<file path="config.mk">
export PLATFORM = sky130hd
export DESIGN_NAME = beta_prefetch_buffer_flat
export DESIGN_NICKNAME = d
export VERILOG_FILES = /design/src/rtl/beta_pf_pkg.sv /design/src/rtl/beta_prefetch_buffer_if.sv /design/src/rtl/beta_pf_fifo.sv /design/src/rtl/beta_prefetch_buffer.sv /design/src/flat_wrapper.sv
export SDC_FILE = /design/constraint.sdc
export NUM_CORES = 1
export LEC_CHECK = 0
export ABC_AREA = 1
export CAP_MARGIN = 20
export CELL_PAD_IN_SITES_DETAIL_PLACEMENT = 1
export CELL_PAD_IN_SITES_GLOBAL_PLACEMENT = 1
export CORE_ASPECT_RATIO = 0.9
export CORE_MARGIN = 5
export CORE_UTILIZATION = 25
export DETAILED_ROUTE_END_ITERATION = 8
export PLACE_DENSITY_LB_ADDON = 0.1
export SYNTH_ARGS = -nofsm -noshare
export SYNTH_HDL_FRONTEND = slang
export SYNTH_HIERARCHICAL = 1
export SYNTH_SLANG_ARGS = --single-unit
export TNS_END_PERCENT = 100
</file>
<file path="constraint.sdc">
create_clock -name clk_i -period 6.4 [get_ports clk_i]
set_input_delay 1.28 -clock clk_i [delete_from_list [all_inputs] [get_ports clk_i]]
set_output_delay 1.28 -clock clk_i [all_outputs]
set_load 0.05 [all_outputs]
</file>
<file path="src/rtl/beta_pf_pkg.sv">
// Shared types for the instruction prefetch buffer: FIFO entry layout and control states.
// The entry width is fixed here, so the top-level DataWidth must match PF_DATA_W.
package beta_pf_pkg;

  localparam int PF_DATA_W      = 32;
  localparam int PF_INSTR_BYTES = 4;

  typedef struct packed {
    logic [PF_DATA_W-1:0] instr;
    logic [PF_DATA_W-1:0] pc;
  } pf_entry_t;

  typedef enum logic [1:0] {
    PF_IDLE,
    PF_RUN,
    PF_DRAIN
  } pf_state_e;

endpackage

</file>
<file path="src/rtl/beta_prefetch_buffer_if.sv">
// Memory-side and fetch-side signals of the prefetch buffer.
// The slave modport is the buffer's view; the master modport is the surrounding core/memory.
interface beta_prefetch_buffer_if #(
  parameter int DataWidth = 32
);

  logic                 pf_fetch_en_i;
  logic                 pf_flush_i;
  logic [DataWidth-1:0] pf_flush_addr_i;
  logic                 pf_mem_req_o;
  logic [DataWidth-1:0] pf_mem_addr_o;
  logic                 pf_mem_ready_i;
  logic                 pf_mem_valid_i;
  logic [DataWidth-1:0] pf_mem_rdata_i;
  logic                 pf_out_valid_o;
  logic [DataWidth-1:0] pf_out_instr_o;
  logic [DataWidth-1:0] pf_out_pc_o;
  logic                 pf_out_ready_i;
  logic                 pf_busy_o;

  modport slave (
    input  pf_fetch_en_i, pf_flush_i, pf_flush_addr_i,
    input  pf_mem_ready_i, pf_mem_valid_i, pf_mem_rdata_i, pf_out_ready_i,
    output pf_mem_req_o, pf_mem_addr_o,
    output pf_out_valid_o, pf_out_instr_o, pf_out_pc_o, pf_busy_o
  );

  modport master (
    output pf_fetch_en_i, pf_flush_i, pf_flush_addr_i,
    output pf_mem_ready_i, pf_mem_valid_i, pf_mem_rdata_i, pf_out_ready_i,
    input  pf_mem_req_o, pf_mem_addr_o,
    input  pf_out_valid_o, pf_out_instr_o, pf_out_pc_o, pf_busy_o
  );

endinterface

</file>
<file path="src/rtl/beta_pf_fifo.sv">
// Small synchronous FIFO holding tagged instructions; clear wins over push and pop.
// Depth must be a power of two so the pointers wrap naturally.
module beta_pf_fifo #(
  parameter int  Depth   = 4,
  parameter type entry_t = logic [63:0]
) (
  input  logic                   clk_i,
  input  logic                   rstn_i,
  input  logic                   push,
  input  logic                   pop,
  input  logic                   clear,
  input  entry_t                 din,
  output logic                   full,
  output logic                   empty,
  output logic [$clog2(Depth):0] count,
  output entry_t                 head
);

  localparam int PtrW = $clog2(Depth);
  localparam int CntW = $clog2(Depth) + 1;

  entry_t          mem [Depth];
  logic [PtrW-1:0] wr_ptr;
  logic [PtrW-1:0] rd_ptr;

  always_ff @(posedge clk_i or negedge rstn_i) begin
    if (!rstn_i) begin
      wr_ptr <= '0;
      rd_ptr <= '0;
      count  <= '0;
    end else if (clear) begin
      wr_ptr <= '0;
      rd_ptr <= '0;
      count  <= '0;
    end else begin
      if (push) wr_ptr <= wr_ptr + PtrW'(1);
      if (pop)  rd_ptr <= rd_ptr + PtrW'(1);
      case ({push, pop})
        2'b10:   count <= count + CntW'(1);
        2'b01:   count <= count - CntW'(1);
        default: count <= count;
      endcase
    end
  end

  // Storage is not reset; readers only look at the head while the FIFO is non-empty.
  always_ff @(posedge clk_i) begin
    if (push && !clear) mem[wr_ptr] <= din;
  end

  assign head  = mem[rd_ptr];
  assign full  = (count == CntW'(Depth));
  assign empty = (count == '0);

endmodule

</file>
<file path="src/rtl/beta_prefetch_buffer.sv">
// Instruction prefetch buffer: issues sequential fetches ahead of demand, buffers PC-tagged
// responses, and on a redirect discards everything still buffered or in flight.
module beta_prefetch_buffer
  import beta_pf_pkg::*;
#(
  parameter int                   DataWidth      = 32,
  parameter int                   Depth          = 4,
  parameter int                   MaxOutstanding = 2,
  parameter logic [DataWidth-1:0] BootAddr       = '0
) (
  input  logic                    clk_i,
  input  logic                    rstn_i,
  beta_prefetch_buffer_if.slave   pf
);

  localparam int OutW = $clog2(MaxOutstanding + 1);
  localparam int CntW = $clog2(Depth) + 1;

  logic [DataWidth-1:0] fetch_addr_q;
  logic [DataWidth-1:0] resp_pc_q;
  logic [DataWidth-1:0] flush_addr_aligned;
  logic [OutW-1:0]      outstanding_q, outstanding_d;
  logic [OutW-1:0]      discard_q, discard_d;
  logic                 busy_q;
  pf_state_e            state_q, state_d;

  logic                 issue, resp, push, pop, drop_resp;
  logic [31:0]          credit_used;
  logic                 fifo_full, fifo_empty;
  logic [CntW-1:0]      fifo_count;
  pf_entry_t            push_entry, head_entry;

  assign flush_addr_aligned = pf.pf_flush_addr_i & ~DataWidth'(PF_INSTR_BYTES - 1);

  // Slots already promised: buffered entries plus responses that will actually be kept.
  assign credit_used = 32'(fifo_count) + 32'(outstanding_q) - 32'(discard_q);

  // Gated by reset so the request line reads 0 the moment reset is asserted.
  assign pf.pf_mem_req_o  = rstn_i & pf.pf_fetch_en_i & ~pf.pf_flush_i
                          & (32'(outstanding_q) < 32'(MaxOutstanding))
                          & (credit_used < 32'(Depth));
  assign pf.pf_mem_addr_o = fetch_addr_q;

  assign issue = pf.pf_mem_req_o & pf.pf_mem_ready_i;
  assign resp  = pf.pf_mem_valid_i;
  assign push  = resp & ~drop_resp & ~pf.pf_flush_i & ~fifo_full;
  assign pop   = ~fifo_empty & pf.pf_out_ready_i & ~pf.pf_flush_i;

  assign push_entry = '{instr: pf.pf_mem_rdata_i, pc: resp_pc_q};

  always_comb begin
    outstanding_d = outstanding_q;
    if (issue && !resp)      outstanding_d = outstanding_q + OutW'(1);
    else if (!issue && resp) outstanding_d = outstanding_q - OutW'(1);
  end

  // A flush re-derives the discard count from scratch, which keeps back-to-back flushes exact.
  always_comb begin
    discard_d = discard_q;
    if (pf.pf_flush_i)           discard_d = outstanding_d;
    else if (resp && drop_resp)  discard_d = discard_q - OutW'(1);
  end

  always_ff @(posedge clk_i or negedge rstn_i) begin
    if (!rstn_i) state_q <= PF_IDLE;
    else         state_q <= state_d;
  end

  always_comb begin
    state_d = state_q;
    unique case (state_q)
      PF_IDLE:  if (pf.pf_fetch_en_i) state_d = PF_RUN;
      PF_RUN: begin
        if (discard_d != '0)                                state_d = PF_DRAIN;
        else if (!pf.pf_fetch_en_i && outstanding_d == '0) state_d = PF_IDLE;
      end
      PF_DRAIN: if (discard_d == '0) state_d = PF_RUN;
      default:  state_d = PF_IDLE;
    endcase
  end

  always_comb begin
    drop_resp = (state_q == PF_DRAIN);
  end

  always_ff @(posedge clk_i or negedge rstn_i) begin
    if (!rstn_i) begin
      fetch_addr_q  <= BootAddr;
      resp_pc_q     <= BootAddr;
      outstanding_q <= '0;
      discard_q     <= '0;
      busy_q        <= 1'b0;
    end else begin
      outstanding_q <= outstanding_d;
      discard_q     <= discard_d;
      busy_q        <= (outstanding_d != '0) | (discard_d != '0);
      if (pf.pf_flush_i) begin
        fetch_addr_q <= flush_addr_aligned;
        resp_pc_q    <= flush_addr_aligned;
      end else begin
        if (issue) fetch_addr_q <= fetch_addr_q + DataWidth'(PF_INSTR_BYTES);
        if (push)  resp_pc_q    <= resp_pc_q + DataWidth'(PF_INSTR_BYTES);
      end
    end
  end

  beta_pf_fifo #(
    .Depth   (Depth),
    .entry_t (pf_entry_t)
  ) u_fifo (
    .clk_i  (clk_i),
    .rstn_i (rstn_i),
    .push   (push),
    .pop    (pop),
    .clear  (pf.pf_flush_i),
    .din    (push_entry),
    .full   (fifo_full),
    .empty  (fifo_empty),
    .count  (fifo_count),
    .head   (head_entry)
  );

  assign pf.pf_out_valid_o = ~fifo_empty;
  assign pf.pf_out_instr_o = fifo_empty ? '0 : head_entry.instr;
  assign pf.pf_out_pc_o    = fifo_empty ? '0 : head_entry.pc;
  assign pf.pf_busy_o      = busy_q;

endmodule

</file>
<file path="src/flat_wrapper.sv">
// flat-port wrapper written by rule: the top's interface ports become plain ports
module beta_prefetch_buffer_flat import beta_pf_pkg::*;
#(
  parameter int                   DataWidth      = 32,
  parameter int                   Depth          = 4,
  parameter int                   MaxOutstanding = 2,
  parameter logic [DataWidth-1:0] BootAddr       = '0
)
  (clk_i, rstn_i, pf_pf_fetch_en_i, pf_pf_flush_i, pf_pf_flush_addr_i, pf_pf_mem_ready_i, pf_pf_mem_valid_i, pf_pf_mem_rdata_i, pf_pf_out_ready_i, pf_pf_mem_req_o, pf_pf_mem_addr_o, pf_pf_out_valid_o, pf_pf_out_instr_o, pf_pf_out_pc_o, pf_pf_busy_o);
  beta_prefetch_buffer_if #(.DataWidth(DataWidth)) pf_i ();
  input  logic clk_i;
  input  logic rstn_i;
  input wire logic [$bits(pf_i.pf_fetch_en_i)-1:0] pf_pf_fetch_en_i;
  input wire logic [$bits(pf_i.pf_flush_i)-1:0] pf_pf_flush_i;
  input wire logic [$bits(pf_i.pf_flush_addr_i)-1:0] pf_pf_flush_addr_i;
  input wire logic [$bits(pf_i.pf_mem_ready_i)-1:0] pf_pf_mem_ready_i;
  input wire logic [$bits(pf_i.pf_mem_valid_i)-1:0] pf_pf_mem_valid_i;
  input wire logic [$bits(pf_i.pf_mem_rdata_i)-1:0] pf_pf_mem_rdata_i;
  input wire logic [$bits(pf_i.pf_out_ready_i)-1:0] pf_pf_out_ready_i;
  output wire logic [$bits(pf_i.pf_mem_req_o)-1:0] pf_pf_mem_req_o;
  output wire logic [$bits(pf_i.pf_mem_addr_o)-1:0] pf_pf_mem_addr_o;
  output wire logic [$bits(pf_i.pf_out_valid_o)-1:0] pf_pf_out_valid_o;
  output wire logic [$bits(pf_i.pf_out_instr_o)-1:0] pf_pf_out_instr_o;
  output wire logic [$bits(pf_i.pf_out_pc_o)-1:0] pf_pf_out_pc_o;
  output wire logic [$bits(pf_i.pf_busy_o)-1:0] pf_pf_busy_o;
  assign pf_i.pf_fetch_en_i = pf_pf_fetch_en_i;
  assign pf_i.pf_flush_i = pf_pf_flush_i;
  assign pf_i.pf_flush_addr_i = pf_pf_flush_addr_i;
  assign pf_i.pf_mem_ready_i = pf_pf_mem_ready_i;
  assign pf_i.pf_mem_valid_i = pf_pf_mem_valid_i;
  assign pf_i.pf_mem_rdata_i = pf_pf_mem_rdata_i;
  assign pf_i.pf_out_ready_i = pf_pf_out_ready_i;
  assign pf_pf_mem_req_o = pf_i.pf_mem_req_o;
  assign pf_pf_mem_addr_o = pf_i.pf_mem_addr_o;
  assign pf_pf_out_valid_o = pf_i.pf_out_valid_o;
  assign pf_pf_out_instr_o = pf_i.pf_out_instr_o;
  assign pf_pf_out_pc_o = pf_i.pf_out_pc_o;
  assign pf_pf_busy_o = pf_i.pf_busy_o;
  beta_prefetch_buffer #(.DataWidth(DataWidth), .Depth(Depth), .MaxOutstanding(MaxOutstanding), .BootAddr(BootAddr)) u_core (.clk_i(clk_i), .rstn_i(rstn_i), .pf(pf_i));
endmodule
</file>
==> flow_metrics.py, run 1 <==
metrics = {
    "synth": {
        "post_synth_inst_count": 1397,
        "synth_ff_type": "edfxtp_1",
        "asyncSetResetFlopFracSynth_pct": 22.4,
        "netlist_area_before_placement_um2": 14800,
        "synth.avg_cell_area_um2": 10.6,
        "synth.yosys.warnings": 6,
        "synth-seq-cells": 330,
        "seq_area_frac_synth_pct": 64.5,
        "synth-edff-count": 256,
        "synth.lib_cells_used.distinct": 45,
    },
    "power_and_ir_drop": {
        "ir_worst_vdd_uv": 153,
        "total_power_mw": 6.96,
        "static-leakage-power_nw": 6.89,
        "pwr_density_cell_nw_per_um2": 376,
    },
    "finish": {
        "design.final.nets": 1652,
        "finalCoreUtilization_pct": 31.6,
        "final_layout_size_suffix_gt1_share_pct": 6.63,
        "final_common_cell": "edfxtp_1",
        "layout_common_cells": "edfxtp_1 (256), nor2_1 (246), nand2_1 (165)",
        "num_antenna_cells": 0,
        "layout.cell_area.non_filler_um2": 18500,
        "area.growth.synth_to_final_pct": 25.1,
    },
    "setup_path": {
        "critPathArrivalTime_ns": 3.86,
        "critPathBufInv": 3,
        "criticalPathCategory": "flop to primary output",
        "critPathMaxStageDelay_ns": 0.89,
        "setup.worst_path.start": "u_core/u_fifo/rd_ptr[0]",
        "worst-path-max-fanout": 88,
        "worst_ep_required_time_ns": 5.12,
        "crit_path_start_kind": "flop",
        "timing.critical_path.to_type": "primary output",
        "cp_slowest_cell": "clkdlybuf4s50_1",
        "cp_cell_sequence": "buf_4 -> o21ai_0 -> o22ai_1 -> inv_1 -> nor2_1 -> clkdlybuf4s50_1",
        "crit-reg2reg-launch": "u_core/u_fifo/count[1]",
        "cpLargestDelayFamily": "buffers and inverters",
    },
    "clock_network": {
        "clock_tree.root_cell": "clkbuf_16",
        "cts.hold.buffers_added": 0,
        "clkSlewWorstSetupHoldPaths_ns": 0.05,
        "cts.repair.resized": 0,
        "cts_tree": "done",
        "h-tree-depth": 2,
        "clock-sinks": 330,
        "cts-buffers-inserted": 40,
        "ctsLongestPathBuffers": 3,
        "cts.repair_timing.setup_buffer_count": 0,
        "worst_skew_pair.late_latency_ns": 0.57,
    },
    "routing": {
        "wl_per_cell_um": 18.6,
        "vias_per_cell": 4.50,
        "drt_pass1_iterations": 4,
        "drc_errors": 0,
        "postRouteAntennaNets": 0,
        "dr_total_vias": 10700,
        "detail_route.wirelength_mm": 44.2,
        "drt-initial-drc-count": 479,
    },
    "placement": {
        "dp_hpwl_mm": 27.6,
        "placed_area_um2": 17300,
        "final_wtd_congestion": 0.862,
        "place.port_buffers": 165,
    },
    "timing": {
        "grt_setup_unrepaired": "no",
        "setup-violations-final": 0,
        "fin_crit_share_pct": 80.4,
        "hold_ws_ns": 0.541,
        "layout_min_cycle_time_ns": 5.14,
        "finalHoldViolCount": 0,
        "final-max-slew-violation-count": 0,
        "max_freq_mhz": 194,
        "relSlewSlack_pct": 37.4,
        "finClkSkew_ns": 0.0226,
        "tightestPinTransition_ns": 0.939,
        "tns_ns": 0,
    },
    "global_route": {
        "grt_pass1_wl_mm": 67.6,
        "antenna_found_initial": 0,
        "maximum_number_of_pins_on_one_net_before_global_route_repair": 98,
        "globalRoute.totalOverflow": 0,
        "grtUsageTotal_pct": 13.5,
        "grt_pass1_vias": 11200,
    },
    "floorplan": {
        "fp-row-count": 84,
        "design.portCount": 170,
        "die_h_um": 241,
        "core-area_um2": 58500,
        "die_x_um": 266,
        "initial_core_utilization_pct": 25.3,
        "total_die_area_um2": 64100,
    },
    "hold_path": {
        "worst_hold_startpoint": "u_core/state_q[1]",
        "min-delay-path-class": "flop to flop",
    },
    "job": {
        "maxcap_violations": 0,
    },
    "run_status": {
        "run_status": "finished clean",
    },
}
## where the power goes
group	switching [mW]	leakage (nW)	internal, mW
registers	0.194	3.22	2.49
clock network	0.904	0.580	1.19
logic	1.52	3.09	0.666
## layout make-up
type,instances,area [µm²]
flip-flops and latches,330,9540
fillers,6494,40000
inverters,154,582
clock buffers,54,1070
repair buffers,186,1860
well taps,774,968
clock inverters,17,109
multi-input cells,857,4360
## per-layer routing
metal  vias up  global-route usage (%)  part of all wire, %
li1       5168                       -                    -
met1      5257                    18.6                   47
met2       183                    22.1                   46
met3        61                    2.79                  4.3
met4         0                    3.46                  2.0
met5         -                       0                    0
## stage by stage
stage / instances / setup WS [ns]
2_1_floorplan: 1406 / 0.907
4_1_cts: 2371 / 1.19
3_3_place_gp: 2300 / 1.48
3_5_place_dp: 2300 / 1.45
6_report: 2372 / 1.26
5_1_grt: 2372 / 1.02
## worst paths after layout
| path | endpoint | slack (ns) | depth (start not counted) |
|---|---|---|---|
| min | u_core/state_q[0] | 0.54 | 3 |
| max in group asynchronous | u_core/u_fifo/rd_ptr[0] | 4.50 | 3 |
| min in group asynchronous | u_core/pf.pf_mem_addr_o[27] | 0.88 | 2 |
| max | pf_pf_out_pc_o[12] | 1.26 | 6 |
| min reg2reg | u_core/state_q[0] | 0.54 | 3 |
| max reg2reg | u_core/pf.pf_mem_addr_o[3] | 2.73 | 14 |
## Yosys cell counts (5+ instances only)
master | n | area share (%)
buf_6 | 10 | 0.76
nor3_1 | 17 | 0.58
o22ai_1 | 64 | 2.7
clkbuf_1 | 25 | 0.63
inv_2 | 6 | 0.15
nand2_1 | 165 | 4.2
a31oi_1 | 8 | 0.34
o31ai_1 | 5 | 0.25
nand3_1 | 48 | 1.6
buf_2 | 17 | 0.58
o21ai_0 | 100 | 3.4
buf_1 | 5 | 0.13
o21ai_1 | 48 | 1.6
o211ai_1 | 23 | 1.2
o221ai_1 | 8 | 0.47
buf_4 | 8 | 0.41
dfrtp_1 | 74 | 13
nand4_1 | 13 | 0.55
a21oi_1 | 18 | 0.61
nor4_1 | 6 | 0.25
nor2_1 | 250 | 6.3
inv_1 | 146 | 3.7
ha_1 | 10 | 0.85
edfxtp_1 | 256 | 52
xor2_1 | 27 | 1.6
## cell families (layout without fill, tap and decap cells)
kind of cell	after synthesis	after routing	synth area share (%)
compound gates	283	283	11.0
fa+ha+maj	12	12	1.12
buf+inv	219	411	6.43
xor+xnor	30	30	1.78
flops	330	330	64.5
simple gates	522	522	15.1
other cells	1	10	0.0254
## state kept, by name, indices dropped and copies added (netlist names)
register                 flops
u_core/outstanding_q         2
u_core/u_fifo/rd_ptr         2
u_core/u_fifo/wr_ptr         2
u_core/pf.pf_mem_addr_o     30
u_core/resp_pc_q            30
u_core/state_q               2
u_core/pf.pf_busy_o          1
u_core/u_fifo/count          3
u_core/discard_q             2
u_core/u_fifo/mem          256
## worst reg2reg max path: stages, from the launching register on
cell and delay [ns]:
dfrtp_1 0.47, inv_1 0.09, fa_1 0.48, inv_1 0.04
ha_1 0.30, nand4_1 0.12, nand2_1 0.06, nand2_1 0.06
nand2_1 0.10, nand3_2 0.32, inv_2 0.26, nor2_2 0.61
inv_2 0.38, nor2_1 0.19, a31oi_1 0.05
Power figures use the tool's default switching activity.
==> run 2, diff against run 1 <==
==> constraint.sdc (replaced) <==
create_clock -name clk_i -period 5.04 [get_ports clk_i]
set_input_delay 1.008 -clock clk_i [delete_from_list [all_inputs] [get_ports clk_i]]
set_output_delay 1.008 -clock clk_i [all_outputs]
set_load 0.05 [all_outputs]
==> run 2 against run 1 <==
Clock skew rose by 0.0039 ns. First-iteration DRC count fell by 3.1%. Routed wire length fell by 0.24%. Die area did not move. Worst setup slack got worse by 0.46 ns. Via count fell by 0.64%. Clock-buffer cell count rose by 2. Power rose by 28%. Sequential share of layout area fell by 0.22 points. Combinational power rose by 29%. Sequential power rose by 26%. Flip-flop and latch count did not move. Critical path type unchanged.
==> flow_metrics.py, run 2 (synthesized netlist as in run 1, its figures left out) <==
metrics = {
    "global_route": {
        "grt_pass1_vias": 11300,
        "grt_pass1_wl_mm": 67.8,
        "grt-busiest-layer": "met2",
        "grtUsageMet1_pct": 18.7,
        "globalRoute.totalOverflow": 0,
        "gr-usage-met2_pct": 22.0,
        "globalRouteMet3Util_pct": 2.51,
        "grtUsageTotal_pct": 13.6,
        "maximum_number_of_pins_on_one_net_before_global_route_repair": 130,
        "antenna_found_initial": 0,
    },
    "routing": {
        "dr_total_vias": 10600,
        "drt_pass1_iterations": 4,
        "vias_per_cell": 4.47,
        "wl_per_cell_um": 18.6,
        "postRouteAntennaNets": 0,
        "drt-initial-drc-count": 464,
        "detail_route.wirelength_mm": 44.1,
        "drc_errors": 0,
    },
    "timing": {
        "relSlewSlack_pct": 39.4,
        "layout_min_cycle_time_ns": 4.25,
        "finalWorstSetupSlack_ns": 0.794,
        "tightestPinTransition_ns": 0.909,
        "finClkSkew_ns": 0.0265,
        "finalHoldViolCount": 0,
        "setup-violations-final": 0,
        "grt_setup_unrepaired": "no",
        "final-max-slew-violation-count": 0,
        "max_freq_mhz": 235,
        "fin_crit_share_pct": 84.3,
    },
    "finish": {
        "final_layout_size_suffix_gt1_share_pct": 6.63,
        "design.final.nets": 1652,
        "max_flop_register": "u_core/u_fifo/mem",
        "fin_cells": 2373,
        "max_reg_flops": 256,
        "num_antenna_cells": 0,
        "final_common_cell": "edfxtp_1",
        "layout_common_cells": "edfxtp_1 (256), nor2_1 (246), nand2_1 (165)",
        "finalCoreUtilization_pct": 31.7,
        "area.growth.synth_to_final_pct": 25.7,
    },
    "clock_network": {
        "cts.repair_timing.setup_buffer_count": 0,
        "ctsLongestPathBuffers": 3,
        "worst_skew_pair.late_latency_ns": 0.56,
        "h-tree-depth": 2,
        "cts.hold.buffers_added": 0,
        "cts-buffers-inserted": 40,
        "clock_tree.root_cell": "clkbuf_16",
        "cts.repair.resized": 0,
        "cts_tree": "done",
        "clkSlewWorstSetupHoldPaths_ns": 0.06,
        "clock-sinks": 330,
    },
    "placement": {
        "place.port_buffers": 165,
        "post-place-ws_ns": 1.11,
        "final_wtd_congestion": 0.852,
        "dp.cells": 2301,
        "dp_hpwl_mm": 27.2,
    },
    "setup_path": {
        "timing.critical_path.to_type": "primary output",
        "worst-path-max-fanout": 5,
        "crit_path_start_kind": "flop",
        "criticalPathCategory": "flop to primary output",
        "cpLargestDelayFamily": "buffers and inverters",
        "cp_slowest_cell": "clkdlybuf4s50_1",
        "critPathArrivalTime_ns": 3.24,
        "cp_cell_sequence": "inv_1 -> fa_1 -> inv_1 -> ha_1 -> nand3_1 -> nand2_1 -> nand2_1 -> nand2_1 -> nor2_2 -> nand2_1 -> inv_1 -> clkdlybuf4s50_1",
        "critPathMostFrequentCell": "nand2_1",
        "worst_ep_required_time_ns": 4.03,
        "critPathMaxStageDelay_ns": 0.79,
        "critPathBufInv": 4,
    },
    "floorplan": {
        "design.portCount": 170,
        "die_h_um": 241,
        "die_x_um": 266,
        "core-area_um2": 58500,
        "fp-row-count": 84,
        "total_die_area_um2": 64100,
        "initial_core_utilization_pct": 25.3,
    },
    "power_and_ir_drop": {
        "pwr_density_cell_nw_per_um2": 478,
        "ir_worst_vdd_uv": 218,
        "static-leakage-power_nw": 6.89,
    },
    "hold_path": {
        "min-delay-path-class": "flop to flop",
    },
    "job": {
        "maxcap_violations": 0,
    },
    "run_status": {
        "run_status": "finished clean",
    },
}
[run 2: path summary, 6_finish.rpt]
kind	depth (start not counted)	end	start	slack, ns
worst max-delay path	12	pf_pf_mem_req_o	u_core/u_fifo/count[1]	0.79
worst min-delay path	3	u_core/state_q[0]	u_core/state_q[1]	0.54
worst max register to register	14	u_core/pf.pf_mem_addr_o[3]	u_core/u_fifo/count[1]	1.52
worst min register to register	3	u_core/state_q[0]	u_core/state_q[1]	0.54
max in group asynchronous	3	u_core/u_fifo/rd_ptr[0]	rstn_i	3.43
min in group asynchronous	2	u_core/pf.pf_mem_addr_o[27]	rstn_i	0.61
[run 2: worst min-delay path: stages, from the launching register on]
cell     delay, ns
dfrtp_1       0.34
inv_1         0.05
nand3_1       0.06
nand2_1       0.05
[run 2: area by class of cell]
cell class,instances,area [µm²]
Fill cell,6502,40000
Sequential cell,330,9540
Multi-Input combinational cell,857,4360
Timing Repair Buffer,186,1910
Clock buffer,56,1090
Tap cell,774,968
Inverter,154,581
Clock inverter,16,115
[run 2: metal layers]
metal | wire length (µm) | vias to the layer above
met4 | 879 | 0
met3 | 1750 | 54
met5 | 0 | -
li1 | - | 5164
met1 | 21100 | 5221
met2 | 20300 | 162
[run 2: per-stage QoR]
stage          instance area, µm²  hold WS, ns  power (mW)  setup TNS [ns]
6_report                    18600        0.537        8.88               0
5_1_grt                     18600        0.585        9.40               0
4_1_cts                     18600        0.542        9.08               0
3_3_place_gp                17400        0.528        6.30               0
2_1_floorplan               14800        0.496        5.26          -46.41
3_5_place_dp                17400        0.535        6.33               0
[run 2: power by group]
group / switching, mW / leakage, nW / internal (mW)
Combinational: 1.96 / 3.10 / 0.862
Clock: 1.15 / 0.576 / 1.52
Sequential: 0.228 / 3.22 / 3.16
Total: 3.34 / 6.89 / 5.54
